<file path="config.mk">
export PLATFORM = sky130hd
export DESIGN_NAME = detector_jogada
export DESIGN_NICKNAME = d
export VERILOG_FILES = /design/src/rtl/detector_jogada.sv
export SDC_FILE = /design/constraint.sdc
export NUM_CORES = 1
export LEC_CHECK = 0
export CORE_MARGIN = 2
export CORE_UTILIZATION = 48
export DETAILED_ROUTE_END_ITERATION = 7
export PLACE_DENSITY = 0.84
export SYNTH_ARGS = -nofsm -noshare
export SYNTH_HDL_FRONTEND = slang
export SYNTH_SLANG_ARGS = --single-unit
</file>
<file path="constraint.sdc">
create_clock -name clock -period 1.7 [get_ports clock]
set_clock_uncertainty 0.1 [all_clocks]
set_input_delay 0.34 -clock clock [delete_from_list [all_inputs] [get_ports clock]]
set_output_delay 0.34 -clock clock [all_outputs]
set_load 0.02 [all_outputs]
</file>
<file path="src/rtl/detector_jogada.sv">
// Button front end: 2-FF synchroniser, press/release debounce FSM and one-hot press encoder.
// Optional macro DETECTOR_REJEITA_MULTIPLO_EN: multi-bit samples raise erro_multiplo only, no press.
module detector_jogada #(
   parameter int unsigned N_BOTOES        = 4,
   parameter int unsigned DEBOUNCE_CICLOS = 20
) (
   input  logic                clock,
   input  logic                reset,
   input  logic                enable,
   input  logic [N_BOTOES-1:0] botoes,
   output logic [N_BOTOES-1:0] jogada,
   output logic                jogada_feita,
   output logic                tem_jogada,
   output logic                erro_multiplo
);

   localparam int unsigned      CW      = $clog2(DEBOUNCE_CICLOS);
   localparam logic [CW-1:0]    CNT_MAX = CW'(DEBOUNCE_CICLOS - 1);

   typedef enum logic [1:0] {
      OCIOSO,
      FILTRANDO,
      ACEITO,
      ESPERA_SOLTAR
   } estado_t;

   estado_t             estado_q, estado_d;
   logic [N_BOTOES-1:0] sync1_q, s_q;
   logic [N_BOTOES-1:0] amostra_q, amostra_d;
   logic [N_BOTOES-1:0] jogada_q, jogada_d;
   logic [CW-1:0]       cnt_q, cnt_d;
   logic                feita_q, feita_d;
   logic                erro_q, erro_d;
   logic                tem_q, tem_d;
   logic                multiplo;

   always_comb begin
      multiplo  = ($countones(amostra_q) > 1);
      estado_d  = estado_q;
      cnt_d     = cnt_q;
      amostra_d = amostra_q;
      jogada_d  = jogada_q;
      feita_d   = 1'b0;
      erro_d    = 1'b0;
      // Outputs are registered from the current state, so they trail it by one cycle.
      tem_d     = (estado_q != OCIOSO);

      case (estado_q)
         OCIOSO: begin
            if (enable && (s_q != '0)) begin
               amostra_d = s_q;
               cnt_d     = '0;
               estado_d  = FILTRANDO;
            end
         end
         FILTRANDO: begin
            if (!enable || (s_q != amostra_q)) begin
               cnt_d    = '0;
               estado_d = OCIOSO;
            end else if (cnt_q == CNT_MAX) begin
               cnt_d    = '0;
               estado_d = ACEITO;
            end else begin
               cnt_d = cnt_q + 1'b1;
            end
         end
         ACEITO: begin
            erro_d = multiplo;
`ifdef DETECTOR_REJEITA_MULTIPLO_EN
            if (!multiplo) begin
               feita_d  = 1'b1;
               jogada_d = amostra_q;
            end
`else
            feita_d  = 1'b1;
            jogada_d = amostra_q;
`endif
            cnt_d    = '0;
            estado_d = ESPERA_SOLTAR;
         end
         ESPERA_SOLTAR: begin
            if (s_q != '0) begin
               cnt_d = '0;
            end else if (cnt_q == CNT_MAX) begin
               cnt_d    = '0;
               estado_d = OCIOSO;
            end else begin
               cnt_d = cnt_q + 1'b1;
            end
         end
         default: begin
            cnt_d    = '0;
            estado_d = OCIOSO;
         end
      endcase
   end

   always_ff @(posedge clock) begin
      if (reset) begin
         estado_q  <= OCIOSO;
         sync1_q   <= '0;
         s_q       <= '0;
         amostra_q <= '0;
         jogada_q  <= '0;
         cnt_q     <= '0;
         feita_q   <= 1'b0;
         erro_q    <= 1'b0;
         tem_q     <= 1'b0;
      end else begin
         estado_q  <= estado_d;
         sync1_q   <= botoes;
         s_q       <= sync1_q;
         amostra_q <= amostra_d;
         jogada_q  <= jogada_d;
         cnt_q     <= cnt_d;
         feita_q   <= feita_d;
         erro_q    <= erro_d;
         tem_q     <= tem_d;
      end
   end

   assign jogada        = jogada_q;
   assign jogada_feita  = feita_q;
   assign tem_jogada    = tem_q;
   assign erro_multiplo = erro_q;

endmodule

</file>
==> impl_metrics.toml <==
[place]
hpwl_um = 1470
dp_slack_ns = -0.189
port_buffers = 13
dp_cells = 163
place_congestion = 0.822

[routing]
wl_per_cell_um = 12.1
route.detailed.drc = 0
drt-met1-wl_um = 943
route.met2.wl_um = 1040
dr.pass1.iters = 4
vias_per_cell = 5.10
wirelength_um = 2060
num_vias = 867
drt_first_iter_violations = 28
route.antenna.remaining_nets = 0
top_layer_used = "met3"
wl_met3_um = 79

[clock_tree]
cts_root_buffer = "clkbuf_4"
cts_sinks = 26
h-tree-depth = 1
clk_pin_slew_ns = 0.14
hold_buffers = 0
clk_path_buf_depth = 2
cts_tree = "built"
clock_latency_ns = 0.31
cts-buffers-inserted = 3

[critical_path]
cp-end-kind = "flip-flop"
max_stage_delay_ns = 0.40
cp_cell_sequence = "ha_4 -> and4bb_4 -> nor2_1 -> a31oi_4 -> nor2_1 -> a211o_1"
crit_path_start_kind = "flip-flop"
reg2reg_setup_slack_ns = 0.06
crit_arrival_ns = 1.76
critical-path-top-delay-family = "compound AO/OA/AOI/OAI gates"
r2r_start = "cnt_q[0]"
crit_top_cell = "nor2_1"
crit_buf_inv = 0
crit_type = "flip-flop to flip-flop"
cp_max_fo = 4
r2r_end = "cnt_q[4]"
critPathSlowestCell = "dfxtp_2"
rr_worst_depth = 6
required_ns = 1.82

[synth]
netlist_instances = 116
ys_top_cells_by_area = "dfxtp_1 (46%), nand2_1 (5.3%), nor2b_1 (5.0%)"
synth_area_mm2 = 0.00112
synth_top_area_share_pct = 46.3
synth_area_leader_cell = "dfxtp_1"
synth_nets = 125
synth.avg_cell_area_um2 = 9.70
synth.distinct_cells = 30
yosysSeqAreaShare_pct = 46.3
ys_warn_count = 0
ys_ff_latch = 26

[timing]
rsz0062_at_grt = "true"
tns_ns = 0
fin_crit_ns = 1.64
setup_viol = 0
max_freq_mhz = 609
fin_ws_ns = 0.0592
slew_violations = 0
timing_hold_violations_final = 0
fin_crit_sh_pct = 96.5
worst_slew_pin_slew_ns = 0.335
slew_headroom_pct = 77.6

[die]
dieArea_mm2 = 0.00275
rows = 17
initial_core_util_pct = 50.8
boundaryPins = 14
die_x_um = 52.4
core-area_mm2 = 0.00221
die-height_um = 52.4

[layout]
diodes = 0
fin_nets = 152
instances_no_fill = 170
fillers = 177
area_delta_synth_final_pct = 29.9
final_core_util_pct = 66.1
drive_gt1_share_pct = 23.9

[global_route]
overflow = 0
antenna_found_initial = 0
grt_pass1_wl_um = 3310
gr-usage-all-layers_pct = 16.1
grt_max_degree = 23
grt_pass1_vias = 752

[worst_hold_path]
min-delay-start = "sync1_q[1]"
hold_class = "flip-flop to flip-flop"
hold_depth = 1
holdPathEnd = "s_q[1]"

[power_and_ir_drop]
ir_drop_mv = 0.673
internal-power_uw = 923
p_leak_uw = 0.000629
p_switching_uw = 244
seq_power_share_pct = 54.8
clock_power_share_pct = 35.7
pwr-share-comb_pct = 9.6
p_per_area_mw_per_mm2 = 799
p_sw_share_pct = 20.9

[flow_run]
maxCapViolCount = 0

[outcome]
status = "finished, final reports clean"
[power by group through the flow]
stage | combinational, uW | sequential (uW) | clock, uW
after detailed placement | 104 | 650 | 0
final | 112 | 639 | 416
after floorplan | 62.3 | 647 | 0
after global routing | 121 | 641 | 448
after global placement | 101 | 649 | 0
after CTS | 105 | 637 | 428
[placed cells by master, fill, tap and decap left out, types with 2 or more instances in the layout]
master	synthesis	routed
a21oi_1	4	4
buf_4	0	12
clkbuf_4	0	3
clkdlybuf4s50_1	0	6
dfxtp_1	26	21
dfxtp_2	0	5
dlygate4sd2_1	0	4
dlymetal6s2s_1	0	3
inv_1	6	6
mux2i_1	4	4
nand2_1	16	16
nand2b_1	4	4
nand3_1	4	4
nor2_1	12	11
nor2b_1	9	9
nor3_2	4	4
o21ai_0	4	2
o21ai_1	0	2
xor2_1	5	5
[sequential cells by signal (all words and copies together) (netlist names), named ones only]
| name | count |
|---|---|
| sync1_q | 4 |
| jogada | 4 |
| cnt_q | 5 |
| estado_q | 1 |
| jogada_feita | 1 |
| s_q | 4 |
| amostra_q | 4 |
| tem_jogada | 1 |
| erro_multiplo | 1 |
[cells in the mapped netlist, drive strengths merged]
library cell,n
nand3,4
and3,1
a32oi,1
a31oi,1
fa,1
a211oi,1
nor2,12
a311oi,1
a21oi,4
and2,1
inv,6
a211o,1
clkbuf,2
dfxtp,26
nor3,4
mux2i,4
o21ai,4
nand2,16
o311ai,1
nor4,1
nand2b,4
and4bb,1
xor2,5
ha,1
buf,2
nor4bb,1
nor2b,9
o41ai,1
[timing repair]
| item | CTS | global route |
|---|---|---|
| buffers inserted | 0 | 3 |
| resized for setup | 5 | 14 |
| pin swaps | 1 | 2 |
| setup endpoints to repair | 7 | 8 |
[worst max-delay path by stage]
stage / start / to / cells after the start
6_report: cnt_q[0] / cnt_q[4] / 6
3_5_place_dp: reset / cnt_q[3] / 6
4_1_cts: cnt_q[0] / cnt_q[3] / 6
5_1_grt: s_q[0] / cnt_q[2] / 4
3_3_place_gp: reset / cnt_q[3] / 6
2_1_floorplan: cnt_q[0] / cnt_q[4] / 6
[kinds of logic (layout without fill, tap and decap cells)]
logic type / Yosys count / after routing / synth area share (%)
muxes: 4 / 4 / 3.56
xor gates and xnor gates: 5 / 5 / 3.89
DFF: 26 / 26 / 46.3
buffers and inverters: 10 / 36 / 3.56
AOI/OAI and AO/OA: 15 / 15 / 11.2
and+or+nand+nor: 54 / 54 / 28.6
adders and majority gates: 2 / 2 / 2.89
[layout make-up]
type | instances | area [um2] | share of cell area, %
multi-input cells | 80 | 591 | 40.4
flip-flops and latches | 26 | 527 | 36.0
repair buffers | 26 | 234 | 16.0
well taps | 28 | 35.0 | 2.40
clock inverters | 1 | 30.0 | 2.05
clock buffers | 3 | 22.5 | 1.54
inverters | 6 | 22.5 | 1.54
[stage by stage]
stage	total power [uW]	cell area, um2	hold WS, ns
after CTS	1170	1400	0.359
after floorplan	710	1120	0.312
final	1170	1460	0.352
after global placement	750	1350	0.318
after detailed placement	754	1350	0.328
after global routing	1210	1460	0.362
[metal layers]
metal | track usage [%] | vias up
met1 | 21.5 | 405
met2 | 27.1 | 22
met4 | 2.56 | 0
li1 | - | 440
met3 | 3.43 | 0
met5 | 0 | -
Note: power is estimated with default switching activity, not from simulation.
